**src/rtl/cache_pkg.sv**
```systemverilog
// Shared definitions for the 2-way, 4-set write-back cache controller.
//   INDEX_W/TAG_W/DATA_W : address split and line width
//   line_t               : one cache line {valid, dirty, tag, data}
//   state_e              : controller sequencing states
//   line_addr()          : backing-memory address of a line, {tag, index}
package cache_pkg;

  localparam int INDEX_W  = 2;
  localparam int TAG_W    = 3;
  localparam int DATA_W   = 3;
  localparam int NUM_WAYS = 2;
  localparam int NUM_SETS = 1 << INDEX_W;

  typedef struct packed {
    logic              valid;
    logic              dirty;
    logic [TAG_W-1:0]  tag;
    logic [DATA_W-1:0] data;
  } line_t;

  typedef enum logic [2:0] {
    S_IDLE      = 3'd0,
    S_LOOKUP    = 3'd1,
    S_WRITEBACK = 3'd2,
    S_REFILL    = 3'd3,
    S_RESPOND   = 3'd4
  } state_e;

  function automatic logic [TAG_W+INDEX_W-1:0] line_addr(
    input logic [TAG_W-1:0]   tag,
    input logic [INDEX_W-1:0] index
  );
    return {tag, index};
  endfunction

endpackage

```
**src/rtl/cache_tag_store.sv**
```systemverilog
// Line storage for the 2-way, 4-set cache plus one LRU bit per set.
//   rd_index/rd_tag   : combinational lookup; rd_hit[w] = valid & tag match
//   rd_line0/rd_line1 : contents of both ways of the addressed set
//   rd_lru            : way that is the replacement candidate for the set
//   wr_en/wr_way/wr_index/wr_line : synchronous line write; the written
//                       way becomes most-recently used (LRU points to the other)
//   rst               : asynchronously clears every line and LRU bit
module cache_tag_store
  import cache_pkg::*;
(
  input  logic               clk,
  input  logic               rst,
  input  logic [INDEX_W-1:0] rd_index,
  input  logic [TAG_W-1:0]   rd_tag,
  output logic [1:0]         rd_hit,
  output line_t              rd_line0,
  output line_t              rd_line1,
  output logic               rd_lru,
  input  logic               wr_en,
  input  logic               wr_way,
  input  logic [INDEX_W-1:0] wr_index,
  input  line_t              wr_line
);

  line_t               lines_q [NUM_WAYS][NUM_SETS];
  line_t               lines_d [NUM_WAYS][NUM_SETS];
  logic [NUM_SETS-1:0] lru_q;
  logic [NUM_SETS-1:0] lru_d;

  always_comb begin
    rd_line0  = lines_q[0][rd_index];
    rd_line1  = lines_q[1][rd_index];
    rd_hit[0] = rd_line0.valid && (rd_line0.tag == rd_tag);
    rd_hit[1] = rd_line1.valid && (rd_line1.tag == rd_tag);
    rd_lru    = lru_q[rd_index];
  end

  always_comb begin
    lines_d = lines_q;
    lru_d   = lru_q;
    if (wr_en) begin
      lines_d[wr_way][wr_index] = wr_line;
      lru_d[wr_index]           = ~wr_way;
    end
  end

  always_ff @(posedge clk or posedge rst) begin
    if (rst) begin
      for (int unsigned w = 0; w < NUM_WAYS; w++) begin
        for (int unsigned s = 0; s < NUM_SETS; s++) begin
          lines_q[w][s] <= '0;
        end
      end
      lru_q <= '0;
    end else begin
      lines_q <= lines_d;
      lru_q   <= lru_d;
    end
  end

endmodule

```
**src/rtl/cache_ctrl.sv**
```systemverilog
// Sequencing controller for a 2-way, 4-set write-back cache.
//   req_*      : core request port (valid/ready handshake, one at a time)
//   resp_*     : one-cycle response pulse with hit flag and data
//   mem_*      : backing-memory port; write-back (mem_we=1) or refill,
//                held stable until the single-cycle mem_ack
//   *_count    : saturating hit / miss / write-back statistics
// All outputs come from registers or from the state register only.
module cache_ctrl
  import cache_pkg::*;
#(
  parameter int CNT_W = 8
) (
  input  logic                     clk,
  input  logic                     rst,
  input  logic                     req_valid,
  output logic                     req_ready,
  input  logic                     req_wr,
  input  logic [INDEX_W-1:0]       req_index,
  input  logic [TAG_W-1:0]         req_tag,
  input  logic [DATA_W-1:0]        req_wdata,
  output logic                     resp_valid,
  output logic                     resp_hit,
  output logic [DATA_W-1:0]        resp_data,
  output logic                     mem_req,
  output logic                     mem_we,
  output logic [TAG_W+INDEX_W-1:0] mem_addr,
  output logic [DATA_W-1:0]        mem_wdata,
  input  logic                     mem_ack,
  input  logic [DATA_W-1:0]        mem_rdata,
  output logic [CNT_W-1:0]         hit_count,
  output logic [CNT_W-1:0]         miss_count,
  output logic [CNT_W-1:0]         wb_count
);

  state_e              state_q,  state_d;
  logic                wr_q,     wr_d;
  logic [INDEX_W-1:0]  index_q,  index_d;
  logic [TAG_W-1:0]    tag_q,    tag_d;
  logic [DATA_W-1:0]   wdata_q,  wdata_d;
  logic                victim_q, victim_d;
  logic [TAG_W-1:0]    vtag_q,   vtag_d;
  logic [DATA_W-1:0]   vdata_q,  vdata_d;
  logic                hit_q,    hit_d;
  logic [DATA_W-1:0]   data_q,   data_d;
  logic [CNT_W-1:0]    hits_q,   hits_d;
  logic [CNT_W-1:0]    misses_q, misses_d;
  logic [CNT_W-1:0]    wbs_q,    wbs_d;

  logic [1:0] rd_hit;
  line_t      rd_line0;
  line_t      rd_line1;
  logic       rd_lru;
  logic       st_wr_en;
  logic       st_wr_way;
  line_t      st_wr_line;
  line_t      hit_line;
  line_t      victim_line;
  logic       victim_way;

  cache_tag_store u_store (
    .clk      (clk),
    .rst      (rst),
    .rd_index (index_q),
    .rd_tag   (tag_q),
    .rd_hit   (rd_hit),
    .rd_line0 (rd_line0),
    .rd_line1 (rd_line1),
    .rd_lru   (rd_lru),
    .wr_en    (st_wr_en),
    .wr_way   (st_wr_way),
    .wr_index (index_q),
    .wr_line  (st_wr_line)
  );

  function automatic logic [CNT_W-1:0] sat_inc(input logic [CNT_W-1:0] v);
    return (&v) ? v : v + 1'b1;
  endfunction

  always_comb begin
    hit_line = rd_hit[1] ? rd_line1 : rd_line0;
    if (!rd_line0.valid) begin
      victim_way = 1'b0;
    end else if (!rd_line1.valid) begin
      victim_way = 1'b1;
    end else begin
      victim_way = rd_lru;
    end
    victim_line = victim_way ? rd_line1 : rd_line0;
  end

  always_comb begin
    state_d    = state_q;
    wr_d       = wr_q;
    index_d    = index_q;
    tag_d      = tag_q;
    wdata_d    = wdata_q;
    victim_d   = victim_q;
    vtag_d     = vtag_q;
    vdata_d    = vdata_q;
    hit_d      = hit_q;
    data_d     = data_q;
    hits_d     = hits_q;
    misses_d   = misses_q;
    wbs_d      = wbs_q;
    st_wr_en   = 1'b0;
    st_wr_way  = 1'b0;
    st_wr_line = '0;

    unique case (state_q)
      S_IDLE: begin
        if (req_valid) begin
          wr_d    = req_wr;
          index_d = req_index;
          tag_d   = req_tag;
          wdata_d = req_wdata;
          state_d = S_LOOKUP;
        end
      end

      S_LOOKUP: begin
        if (|rd_hit) begin
          // Hits update the line and LRU here; RESPOND only writes misses.
          st_wr_en   = 1'b1;
          st_wr_way  = rd_hit[1];
          st_wr_line = hit_line;
          if (wr_q) begin
            st_wr_line.data  = wdata_q;
            st_wr_line.dirty = 1'b1;
          end
          hit_d   = 1'b1;
          data_d  = st_wr_line.data;
          hits_d  = sat_inc(hits_q);
          state_d = S_RESPOND;
        end else begin
          hit_d    = 1'b0;
          data_d   = wdata_q;
          misses_d = sat_inc(misses_q);
          victim_d = victim_way;
          vtag_d   = victim_line.tag;
          vdata_d  = victim_line.data;
          if (victim_line.valid && victim_line.dirty) begin
            state_d = S_WRITEBACK;
          end else if (wr_q) begin
            state_d = S_RESPOND;
          end else begin
            state_d = S_REFILL;
          end
        end
      end

      S_WRITEBACK: begin
        if (mem_ack) begin
          wbs_d   = sat_inc(wbs_q);
          state_d = wr_q ? S_RESPOND : S_REFILL;
        end
      end

      S_REFILL: begin
        if (mem_ack) begin
          data_d  = mem_rdata;
          state_d = S_RESPOND;
        end
      end

      S_RESPOND: begin
        // data_q already holds the refill data (read) or wdata (write).
        st_wr_en         = !hit_q;
        st_wr_way        = victim_q;
        st_wr_line.valid = 1'b1;
        st_wr_line.dirty = wr_q;
        st_wr_line.tag   = tag_q;
        st_wr_line.data  = data_q;
        state_d          = S_IDLE;
      end

      default: state_d = S_IDLE;
    endcase
  end

  always_ff @(posedge clk or posedge rst) begin
    if (rst) begin
      state_q  <= S_IDLE;
      wr_q     <= 1'b0;
      index_q  <= '0;
      tag_q    <= '0;
      wdata_q  <= '0;
      victim_q <= 1'b0;
      vtag_q   <= '0;
      vdata_q  <= '0;
      hit_q    <= 1'b0;
      data_q   <= '0;
      hits_q   <= '0;
      misses_q <= '0;
      wbs_q    <= '0;
    end else begin
      state_q  <= state_d;
      wr_q     <= wr_d;
      index_q  <= index_d;
      tag_q    <= tag_d;
      wdata_q  <= wdata_d;
      victim_q <= victim_d;
      vtag_q   <= vtag_d;
      vdata_q  <= vdata_d;
      hit_q    <= hit_d;
      data_q   <= data_d;
      hits_q   <= hits_d;
      misses_q <= misses_d;
      wbs_q    <= wbs_d;
    end
  end

  always_comb begin
    req_ready  = (state_q == S_IDLE);
    resp_valid = (state_q == S_RESPOND);
    resp_hit   = resp_valid && hit_q;
    resp_data  = resp_valid ? data_q : '0;
    mem_req    = (state_q == S_WRITEBACK) || (state_q == S_REFILL);
    mem_we     = (state_q == S_WRITEBACK);
    mem_addr   = '0;
    mem_wdata  = '0;
    if (state_q == S_WRITEBACK) begin
      mem_addr  = line_addr(vtag_q, index_q);
      mem_wdata = vdata_q;
    end else if (state_q == S_REFILL) begin
      mem_addr  = line_addr(tag_q, index_q);
    end
    hit_count  = hits_q;
    miss_count = misses_q;
    wb_count   = wbs_q;
  end

endmodule

```
**config.mk**
```make
export PLATFORM = sky130hd
export DESIGN_NAME = cache_ctrl
export DESIGN_NICKNAME = d
export VERILOG_FILES = /design/src/rtl/cache_pkg.sv /design/src/rtl/cache_tag_store.sv /design/src/rtl/cache_ctrl.sv
export SDC_FILE = /design/constraint.sdc
export NUM_CORES = 1
export LEC_CHECK = 0
export ABC_AREA = 1
export CAP_MARGIN = 20
export CORE_ASPECT_RATIO = 0.6
export CORE_UTILIZATION = 48
export CTS_BUF_LIST = sky130_fd_sc_hd__clkbuf_16
export CTS_CLUSTER_SIZE = 24
export DETAILED_ROUTE_END_ITERATION = 8
export HOLD_SLACK_MARGIN = 0.12
export PLACE_DENSITY = 0.69
export SETUP_SLACK_MARGIN = 0.4
export SLEW_MARGIN = 20
export SYNTH_ARGS = -nofsm -noshare
export SYNTH_HDL_FRONTEND = slang
export SYNTH_HIERARCHICAL = 1
export SYNTH_SLANG_ARGS = --single-unit
```
**constraint.sdc**
```tcl
create_clock -name clk -period 7.25 [get_ports clk]
set_input_delay 1.8125 -clock clk [delete_from_list [all_inputs] [get_ports clk]]
set_output_delay 1.8125 -clock clk [all_outputs]
set_load 0.05 [all_outputs]
```
After elaboration in Yosys (flattened, before gate mapping)
Cells that the tools add are included.
{ "totals": {"ff_bits": 115, "latch_bits": 0, "mem_bits_rw": 0, "romBits": 0, "wordCells": 135, "memories": 0} }
{ "classes": {"add_sub_neg": 3, "multipliers": 0, "div_mod_pow": 0, "magnitude_cmp": 6, "n_eq_ne": 9, "shift": 0, "mux": 42, "n_bitwise": 7, "reduce_logical": 22} }
{ "ops": {"columns": ["op", "n"], "rows": [
  ["64-bit bitwise mux", 1],
  ["8-bit two-way mux", 8],
  ["3-bit two-way mux", 11],
  ["8-bit binary-select mux with 2-bit select", 2],
  ["32-bit demux with 1-bit select", 1],
  ["32-bit two-way mux", 1],
  ["8-bit by 1-bit adder with 8-bit output, second input constant", 3],
  ["8-bit AND reduction", 3],
  ["8-bit demux with 2-bit select", 1],
  ["8-bit one-hot mux with 2 select lines", 1],
  ["3-bit one-hot mux with 4 select lines", 1],
  ["3-bit AND reduction", 4],
  ["5-bit two-way mux", 2],
  ["1-bit logical AND", 7],
  ["1-bit two-way mux", 7],
  ["3-bit by 2-bit == test with 1-bit output, second input constant", 2],
  ["3-bit == test", 2],
  ["3-bit one-hot mux with 2 select lines", 1],
  ["2-bit AND reduction", 3],
  ["1-bit inverter", 5],
  ["4-bit bitwise mux", 1],
  ["2-bit != test, second input constant", 2],
  ["1-bit one-hot mux with 2 select lines", 2],
  ["3-bit by 1-bit == test with 1-bit output, second input constant", 1],
  ["17 further kinds", 17]
]} }

Logic depth before layout (Yosys ltp)
Gate-level depths: netlist of the first run.
{ "logic_depth": {"word_depth": 15, "ltp_mapped": 21, "mapped_depth_nobuf": 17} }

By module
The synthesis of the first run kept the hierarchy.
{ "by_module_without_submodules": {"columns": ["mod", "instances", "cells_per_inst", "area_each_um2", "seq_area_each_um2"], "rows": [
  ["cache_tag_store", 1, 381, 3154.3, 1701.6],
  ["cache_ctrl", 1, 402, 2876.5, 1176.1]
]} }

Worst setup path before layout of the first run
No wires, ideal clock.
{ "synth_path": {"path_type": "reg2out", "from": "reg state_q[1]", "to": "out mem_addr[4]", "t_arrival_ns": 1.866, "required_ns": 5.438, "slack_ns": 3.571, "stages_incl_launch_ff": 5, "path_cell_list": "dfrtp_1 inv_2 nor2_4 nand2_2 o22ai_1"} }
{ "synth_between": {"elab_chain_cells": 3} }
{ "synth_rtl": {"columns": ["item", "line", "rtl"], "rows": [
  ["start: declaration", "cache_ctrl.sv:35", "state_e state_q, state_d;"],
  ["start signal: assignment", "cache_ctrl.sv:196", "state_q <= state_d;"],
  ["3-bit by 2-bit == test with 1-bit output", "cache_ctrl.sv:224", "end else if (state_q == S_REFILL) begin"],
  ["5-bit two-way mux", "cache_ctrl.sv:224", null],
  ["5-bit two-way mux (*)", "cache_ctrl.sv:221", "if (state_q == S_WRITEBACK) begin"],
  ["end: declaration", "cache_ctrl.sv:26", "output logic [TAG_W+INDEX_W-1:0] mem_addr,"]
]} }
Every way passes the cells marked *; elsewhere a longest branch is shown, timed or not.

Worst setup path in the final report of the first run
{ "layout_path": {"from": "reg index_q[1]", "to": "reg u_store/lines_q[27] (netlist name)"} }
{ "layout_lines": {"columns": ["item", "line", "rtl"], "rows": [
  ["start: declaration", "cache_ctrl.sv:37", "logic [INDEX_W-1:0] index_q, index_d;"],
  ["start signal: assignment", "cache_ctrl.sv:198", "index_q <= index_d;"],
  ["2-bit inverter with 3-bit output (not written as such) (*)", "cache_tag_store.sv:32", "rd_line1 = lines_q[1][rd_index];"],
  ["8-bit binary-select mux with 2-bit select (*)", "cache_tag_store.sv:32", null],
  ["8-bit two-way mux (not written as such) (*) (2 in series)", "cache_tag_store.sv:32", null],
  ["3-bit == test", "cache_tag_store.sv:34", "rd_hit[1] = rd_line1.valid && (rd_line1.tag == rd_tag);"],
  ["1-bit logical AND (*)", "cache_tag_store.sv:34", null],
  ["named net rd_hit[1]", "cache_ctrl.sv:49", "logic [1:0] rd_hit;"],
  ["2-bit OR reduction (*)", "cache_ctrl.sv:121", "if (|rd_hit) begin"],
  ["1-bit two-way mux (*)", "cache_ctrl.sv:121", null],
  ["1-bit one-hot mux with 2 select lines (*)", "cache_ctrl.sv:109", "unique case (state_q)"],
  ["named net st_wr_en", "cache_ctrl.sv:53", "logic st_wr_en;"],
  ["end signal: assignment", "cache_tag_store.sv:56", "lines_q <= lines_d;"],
  ["end: declaration", "cache_tag_store.sv:25", "line_t lines_q [NUM_WAYS][NUM_SETS];"]
]} }
The timed path passes the listed nets; every way through them passes the cells marked *. The select of a mux whose other input is x is not followed.
A chain may end at the register's enable or synchronous reset.

==> results_dict.tcl, run 1 <==
set metrics [dict create \
    path_max_fanout 22 \
    finalCritPeriodShare 0.611 \
    finalSetupViolations 0 \
    grt_max_degree 69 \
    vdd_drop_max_mv 0.206 \
    chipHeight_microns 88.8 \
    core_sq_um 12100 \
    grt_overflow 0 \
    diodes 0 \
    crit_buf_inv 3 \
    synth_cells 783 \
    worstSetupEndpointType "flop" \
    rsz0062_at_grt "no" \
    antenna_found_initial 0 \
    drive_gt1_frac 0.0744 \
    required_ps 7520 \
    dr_total_vias 5469 \
    synth_top_flop_cell "dfrtp_1" \
    postCtsSetupBuffers 0 \
    cts.sinks 115 \
    start_util 0.497 \
    hold_buffers 0 \
    grt_pass1_wl_microns 25900 \
    finalClockSkew_ps 12.4 \
    drc_errors 0 \
    clockBufferDepth 2 \
    fin_crit_ps 4430 \
    yosys_warnings 6 \
    portBuffers 55 \
    worst_ep_arrival_time_ps 4700 \
    synth_top_cell_by_area "dfrtp_1" \
    path_cells "inv_1 -> nand3_1 -> nand2_1 -> nand2_1 -> nand3_1 -> nor2_1 -> nor2_4 -> inv_2 -> nand2_1 -> o21ai_0 -> inv_1 -> nor3_1 -> nand2_1 -> nand2_1 -> o21ai_0" \
    firstDrtPassIters 5 \
    synth_edf_count 0 \
    nNetsFinal 853 \
    worst_path_max_delay_cell "dfrtp_1" \
    clk_pin_slew_ps 50 \
    finalWorstSetupSlack_ps 2820 \
    place_ws_ps 2970 \
    ctsResizeCount 0 \
    drt_iter0_markers 595 \
    synth.distinct_cells 34 \
    num_rows 31 \
    ys_async_sr_fraction 1.00 \
    drt_wl_total_microns 16100 \
    leakage_uw 0.00345 \
    critPathTopFamily "simple AND/OR/NAND/NOR gates" \
    grt_pass1_vias 4981 \
    tns_ps 0 \
    ant_nets 0 \
    htree_levels 4 \
    numCtsBuffers 17 \
    insertion_delay_ps 420 \
    cp_common_cell "nand2_1" \
    avgSynthCellArea_sq_um 7.70 \
    cts-root-buf "clkbuf_16" \
    setup.worst_path.start_class "flop" \
    synth_seq_cells 115 \
    max_stage_delay_ps 820 \
    path_class "flop to flop" \
    drv_slew 0 \
    area_delta_synth_final_pct 19.8 \
    fin_hold_ws_ps 482 \
    max_slew.worst_pin.slew_ps 854 \
    min_path_type "flop to flop" \
    slew-limit-headroom 0.431 \
    max_freq_mhz 226 \
    die_w_microns 147 \
    netlist_area_sq_um 6030 \
    ys_seq_area_frac 0.477 \
    cts_tree "built" \
    synth.area.top_cells "dfrtp_1 48%, nand2_1 15%, o21ai_0 9.3%" \
    synth_top_area_frac 0.477 \
    gp_congestion 0.913 \
    synth.most_common_cell "nand2_1" \
    power.density_nw_per_um2 416 \
    place_hpwl_microns 11200 \
    status "complete, no violations" \
    synth.net_count 802 \
    drt-wirelength-per-cell_microns 15.9 \
    hold_violations 0 \
    vias_per_cell 5.40 \
    drv_cap 0 \
    die_area_sq_um 13000 \
    synth_common_cells "242 x nand2_1, 115 x dfrtp_1, 112 x o21ai_0" \
    fin_util 0.595 \
    ios 56 \
    grtUsageTotal 0.261 \
]
[layer usage]
metal  track usage  wire [microns]  vias up  part of all wire
met2         0.371            6670      210              0.41
met3        0.0608            1210       20             0.075
met1         0.395            8030     2618              0.50
met5             0               0        -                 0
li1              -               -     2621                 -
met4        0.0739             183        0             0.011
[layout by cell type, fill, tap and decap left out, types with 2 or more instances in the layout]
| cell type | Yosys | routed |
|---|---|---|
| dfrtp_1 | 115 | 115 |
| nand2_1 | 242 | 242 |
| or2_0 | 2 | 2 |
| o22ai_1 | 21 | 21 |
| nand3_1 | 41 | 41 |
| clkinvlp_4 | 0 | 2 |
| a21oi_1 | 15 | 15 |
| inv_1 | 80 | 82 |
| nor2_4 | 4 | 4 |
| nand4_1 | 5 | 5 |
| nor3_2 | 3 | 3 |
| nor2_1 | 66 | 66 |
| clkbuf_16 | 0 | 17 |
| xnor2_1 | 5 | 5 |
| clkinv_2 | 0 | 6 |
| nand3b_1 | 4 | 4 |
| o21a_1 | 4 | 4 |
| buf_4 | 2 | 2 |
| o21ai_0 | 112 | 112 |
| bufinv_16 | 0 | 4 |
| nor3_1 | 2 | 2 |
| nand2_4 | 3 | 3 |
| inv_2 | 6 | 7 |
| mux2i_1 | 2 | 2 |
| nand2_2 | 9 | 9 |
| ha_1 | 3 | 3 |
| xor2_1 | 6 | 6 |
| o21ai_1 | 2 | 2 |
| clkdlybuf4s50_1 | 0 | 55 |
[worst reg2reg max path: cells and delay by family (launching register included)]
kind,cells,cell delay (ps)
buf+inv,3,850
compound gates,2,220
simple gates,10,2410
flops,1,820
[power by group]
group	switching (uW)	internal (uW)
clock	295	565
sequential	145	797
combinational	839	360
total	1280	1720
[stage by stage]
step / instance area [sq um] / instances / power, uW
after floorplan: 6030 / 783 / 1800
after global placement: 6620 / 980 / 2090
after detailed placement: 6620 / 980 / 2120
after CTS: 7220 / 1012 / 2990
after global routing: 7220 / 1012 / 3200
final: 7220 / 1012 / 3000
[final timing paths]
path / slack [ps] / cells past startpoint / from / to
hold reg to reg: 480 / 2 / u_store/lines_q[39] / u_store/lines_q[39]
setup reg to reg: 2820 / 15 / index_q[1] / u_store/lines_q[27]
hold / removal: 480 / 2 / u_store/lines_q[39] / u_store/lines_q[39]
min in group asynchronous: 1910 / 2 / rst / vdata_q[1]
max in group asynchronous: 4660 / 3 / rst / u_store/lines_q[4]
setup / recovery: 2820 / 15 / index_q[1] / u_store/lines_q[27]
[state kept, by name, summed over array words and instances, names as in the netlist]
signal and flops:
tag_q 3, u_store/lines_q 64, wr_q 1, wdata_q 3, wb_count 8, u_store/lru_q 4, index_q 2, vdata_q 3
state_q 3, vtag_q 3, hit_count 8, data_q 3, miss_count 8, hit_q 1, victim_q 1
[logic make-up (layout without fill, tap and decap cells)]
family | after synthesis | in the layout | synth area share
AO/OA/AOI/OAI | 156 | 156 | 0.138
AND/OR/NAND/NOR | 384 | 384 | 0.274
adder cells (fa/ha/maj) | 3 | 3 | 0.00622
multiplexers | 2 | 2 | 0.00332
flip-flops | 115 | 115 | 0.477
buffers and inverters | 112 | 176 | 0.0853
XOR/XNOR | 11 | 11 | 0.0160
[final cells by class]
type	count	area (sq um)
clock inverter	15	175
sequential	115	2880
timing repair buffer	57	566
fill	1080	4920
clock buffer	17	425
inverter	87	333
tap	165	206
multi-input combinational	556	2640
(Power assumes the default switching activity.)
==> run 2: changes to the inputs <==
==> constraint.sdc (replaced) <==
create_clock -name clk -period 4.4 [get_ports clk]
set_input_delay 1.1 -clock clk [delete_from_list [all_inputs] [get_ports clk]]
set_output_delay 1.1 -clock clk [all_outputs]
set_load 0.05 [all_outputs]
==> run 2 against run 1 <==
Against the previous run:
- via count up 1.5%
- non-clock buffer count increased by 3
- clock skew shrank 1.2 ps
- largest power group unchanged
- design area is 0.21% higher
- sequential power is 62% higher
- die area is the same
- clock power rose by 60%
- power grew 64%
- critical path type unchanged
- critical path depth did not move
==> results_dict.tcl, run 2 (synthesis results as in run 1) <==
set metrics [dict create \
    top_register "u_store/lines_q" \
    insertion_delay_ps 410 \
    firstDrtPassIters 6 \
    portBuffers 55 \
    drc_errors 0 \
    tns_ps 0 \
    path_class "flop to flop" \
    hold_buffers 0 \
    clockBufferDepth 2 \
    grtUsageTotal 0.256 \
    cts_tree "built" \
    rsz0062_at_grt "no" \
    cts-root-buf "clkbuf_16" \
    finalSetupViolations 0 \
    die_w_microns 147 \
    drv_cap 0 \
    path_max_fanout 39 \
    cts.sinks 115 \
    mostFrequentLayoutCell "nand2_1" \
    place_hpwl_microns 11300 \
    drt-wirelength-per-cell_microns 15.8 \
    largest_reg_flops 64 \
    worst_path_max_delay_cell "o21ai_0" \
    clk_pin_slew_ps 60 \
    path_cells "buf_4 -> or2_2 -> nand3_1 -> nand2_1 -> nand2_1 -> inv_1 -> nand2_1 -> nor2_1 -> buf_4 -> inv_1 -> o21ai_0 -> inv_1 -> nand2_1 -> nand2_1 -> o21ai_0" \
    status "complete, no violations" \
    drt_wl_total_microns 16000 \
    drt_iter0_markers 521 \
    worstSetupEndpointType "flop" \
    slew-limit-headroom 0.428 \
    drv_slew 0 \
    vdd_drop_max_mv 0.314 \
    max_freq_mhz 274 \
    power.density_nw_per_um2 678 \
    grt_max_degree 48 \
    gp_congestion 0.933 \
    vias_per_cell 5.47 \
    num_rows 31 \
    fin_crit_ps 3640 \
    area_delta_synth_final_pct 20.0 \
    grt_overflow 0 \
    numCtsBuffers 17 \
    grt_pass1_vias 4985 \
    finalClockSkew_ps 11.2 \
    leakage_uw 0.00343 \
    fin_util 0.596 \
    core_sq_um 12100 \
    drive_gt1_frac 0.0776 \
    grt_pass1_wl_microns 25400 \
    htree_levels 4 \
    ant_nets 0 \
    worst_ep_arrival_time_ps 3960 \
    finalCritPeriodShare 0.828 \
    max_stage_delay_ps 640 \
    diodes 0 \
    min_path_type "flop to flop" \
    chipHeight_microns 88.8 \
    antenna_found_initial 0 \
    start_util 0.497 \
    nNetsFinal 856 \
    required_ps 4720 \
    ios 56 \
    die_area_sq_um 13000 \
    cp_common_cell "nand2_1" \
    max_slew.worst_pin.slew_ps 858 \
    fill_cells 1028 \
    layout_common_cells "241 x nand2_1, 115 x dfrtp_1, 112 x o21ai_0, 78 x inv_1, 66 x nor2_1" \
    hold_violations 0 \
    dr_total_vias 5550 \
    setup.worst_path.start_class "flop" \
]
run 2: cell types whose count changed in the layout (fill, tap and decap cells not counted):
cell,before,now
clkinv_2,6,1
inv_1,82,78
nand2_1,242,241
inv_6,0,1
clkinv_1,0,5
clkinv_4,1,3
nand2_2,9,10
buf_4,2,5
clkinvlp_4,2,4
bufinv_16,4,3
run 2: timing repair:
item                                    4_1_cts  5_1_grt
resized for setup                             0        1
buffers inserted                              0        0
endpoints found under the setup margin        0        1
run 2: final cells by class:
class,count,area [sq um],share of cell area
clock buffers,17,425,0.0588
clock inverters,15,165,0.0228
inverters,87,333,0.0460
multi-input cells,556,2640,0.365
flip-flops and latches,115,2880,0.398
well taps,165,206,0.0285
repair buffers,60,588,0.0813
run 2: critical path: cells and delay by family, from the launching register on:
kind            cells  cell delay [ps]
simple gates        8             1430
buf+inv             5             1010
compound gates      2              740
flops               1              360
run 2: path summary, 6_finish.rpt:
kind                       slack [ps]  cells past startpoint           startpoint                  end
setup / recovery                  760                     15           index_q[0]  u_store/lines_q[61]
hold / removal                    480                      2  u_store/lines_q[46]  u_store/lines_q[46]
setup reg to reg                  760                     15           index_q[0]  u_store/lines_q[61]
min in group asynchronous        1180                      2                  rst  u_store/lines_q[24]
max in group asynchronous        2480                      3                  rst  u_store/lines_q[21]
hold reg to reg                   480                      2  u_store/lines_q[46]  u_store/lines_q[46]
run 2: layer usage:
| layer | GRT usage | share of wire | vias up |
|---|---|---|---|
| met5 | 0 | 0 | - |
| met4 | 0.0777 | 0.010 | 0 |
| met3 | 0.0588 | 0.081 | 18 |
| met2 | 0.367 | 0.42 | 228 |
| met1 | 0.383 | 0.49 | 2675 |
| li1 | - | - | 2629 |
run 2: power by group:
group	switching (uW)	total [uW]	internal (uW)
Combinational	1400	2000	601
Clock	498	1380	882
Sequential	211	1530	1310
run 2: per-stage QoR:
step	std cells	instance area (sq um)	total power [uW]	hold WS (ps)	worst slack, ps
finish	1015	7240	4910	482	757
global route	1015	7240	5210	501	415
CTS	1015	7230	4880	479	820
detailed placement	983	6640	3490	466	914
global placement	983	6640	3440	461	1060
floorplan	783	6030	2960	445	1430
==> run 3: changes to the inputs <==
==> constraint.sdc (replaced) <==
create_clock -name clk -period 3.6 [get_ports clk]
set_input_delay 0.9 -clock clk [delete_from_list [all_inputs] [get_ports clk]]
set_output_delay 0.9 -clock clk [all_outputs]
set_load 0.05 [all_outputs]
==> run 3 against run 2 <==
Against the previous run:
- global-route usage fell by 0.072 points
- cell count increased by 0.59%
- die area unchanged
- sequential power grew 22%
- design area up 1.6%
- first-iteration DRC count fell by 17%
- combinational power up 25%
- hold slack improved by 3.2 ps
- register-to-register slack worse by 160 ps
- flip-flop and latch count unchanged
- clock skew increased by 1.2 ps
==> results_dict.tcl, run 3 (synthesis results as in run 1) <==
set metrics [dict create \
    power.density_nw_per_um2 831 \
    largest_reg_flops 64 \
    drc_errors 0 \
    max_slew.worst_pin.slew_ps 854 \
    fill_cells 1046 \
    worstSetupEndpointType "output pin" \
    drt_iter0_markers 435 \
    vias_per_cell 5.43 \
    grt_pass1_wl_microns 25400 \
    nNetsFinal 862 \
    finalSetupViolations 0 \
    clk_pin_slew_ps 50 \
    htree_levels 4 \
    required_ps 2700 \
    finalCritPeriodShare 0.869 \
    finalClockSkew_ps 12.4 \
    insertion_delay_ps 420 \
    core_sq_um 12100 \
    tns_ps 0 \
    drv_cap 0 \
    cts-root-buf "clkbuf_16" \
    num_rows 31 \
    ctsResizeCount 3 \
    path_class "flop to output pin" \
    mostFrequentLayoutCell "nand2_1" \
    drive_gt1_frac 0.0888 \
    ant_nets 0 \
    gp_congestion 0.894 \
    postCtsSetupBuffers 0 \
    path_max_fanout 8 \
    die_area_sq_um 13000 \
    status "complete, no violations" \
    clockBufferDepth 2 \
    start_util 0.497 \
    hold_buffers 0 \
    top_register "u_store/lines_q" \
    portBuffers 55 \
    dr_total_vias 5548 \
    area_delta_synth_final_pct 21.9 \
    antenna_found_initial 0 \
    worst_ep_arrival_time_ps 2230 \
    cts.sinks 115 \
    numCtsBuffers 17 \
    ios 56 \
    die_w_microns 147 \
    grt_pass1_vias 4982 \
    grtUsageTotal 0.255 \
    cts_tree "built" \
    drt_wl_total_microns 16100 \
    chipHeight_microns 88.8 \
    leakage_uw 0.00367 \
    fin_crit_ps 3130 \
    min_path_type "flop to flop" \
    layout.cells.non_filler 1021 \
    slew-limit-headroom 0.431 \
    dpl.cell_count 989 \
    hold_violations 0 \
    drt-wirelength-per-cell_microns 15.8 \
    grt_overflow 0 \
    diodes 0 \
    layout_common_cells "240 x nand2_1, 115 x dfrtp_1, 112 x o21ai_0, 79 x inv_1, 66 x nor2_1" \
    rsz0062_at_grt "yes" \
    grt_max_degree 69 \
    max_freq_mhz 320 \
    vdd_drop_max_mv 0.392 \
    place_hpwl_microns 11100 \
    setup.worst_path.start_class "flop" \
    firstDrtPassIters 6 \
    drv_slew 0 \
]
[run 3: cell count changes in the layout (fill, tap and decap cells not counted), sizes merged]
cell           delta
buf               +6
inv               +2
clkinvlp          -1
dlygate4sd2       +3
bufinv            +1
dlymetal6s2s      +7
clkinv            -2
clkdlybuf4s50    -10
[run 3: final timing paths]
kind | from | end | slack [ps] | cells past startpoint
worst max-delay path | state_q[0] | resp_valid | 470 | 4
worst min-delay path | u_store/lines_q[46] | u_store/lines_q[46] | 480 | 2
worst max register to register | index_q[0] | u_store/lines_q[9] | 600 | 15
worst min register to register | u_store/lines_q[46] | u_store/lines_q[46] | 480 | 2
max in group asynchronous | rst | u_store/lines_q[11] | 1920 | 3
min in group asynchronous | rst | wb_count[7] | 890 | 2
[run 3: metal layers]
| metal | GRT usage | vias up | routed length [microns] |
|---|---|---|---|
| met5 | 0 | - | 0 |
| met4 | 0.0985 | 0 | 187 |
| met3 | 0.0536 | 24 | 1190 |
| met2 | 0.371 | 212 | 6960 |
| met1 | 0.375 | 2667 | 7800 |
| li1 | - | 2645 | - |
[run 3: worst max-delay path: stages, from the launching register on]
cell and delay, ps:
dfrtp_1 490, nor2_1 170, nand2_1 180, inv_1 160
clkdlybuf4s50_1 820
[run 3: through the flow]
step	utilization	instance area [sq um]	total power (uW)	hold slack, ps	setup slack [ps]
floorplan	-	6030	3620	445	834
global placement	0.551	6690	4220	461	693
detailed placement	0.551	6690	4280	470	505
CTS	0.601	7300	6070	483	424
global route	0.606	7350	6470	502	297
finish	0.606	7350	6110	485	473
[run 3: where the power goes]
part           switching, uW  leakage, uW  internal, uW  total (uW)
clock                    611     0.000296          1150        1760
sequential               256      0.00153          1610        1860
combinational           1730      0.00184           757        2490
[run 3: area by class of cell]
cell class / instances / area [sq um] / area share
multi-input combinational: 556 / 2670 / 0.364
inverter: 87 / 332 / 0.0451
clock inverter: 15 / 190 / 0.0259
sequential: 115 / 2880 / 0.391
clock buffer: 17 / 425 / 0.0579
timing repair buffer: 66 / 647 / 0.0880
tap: 165 / 206 / 0.0281
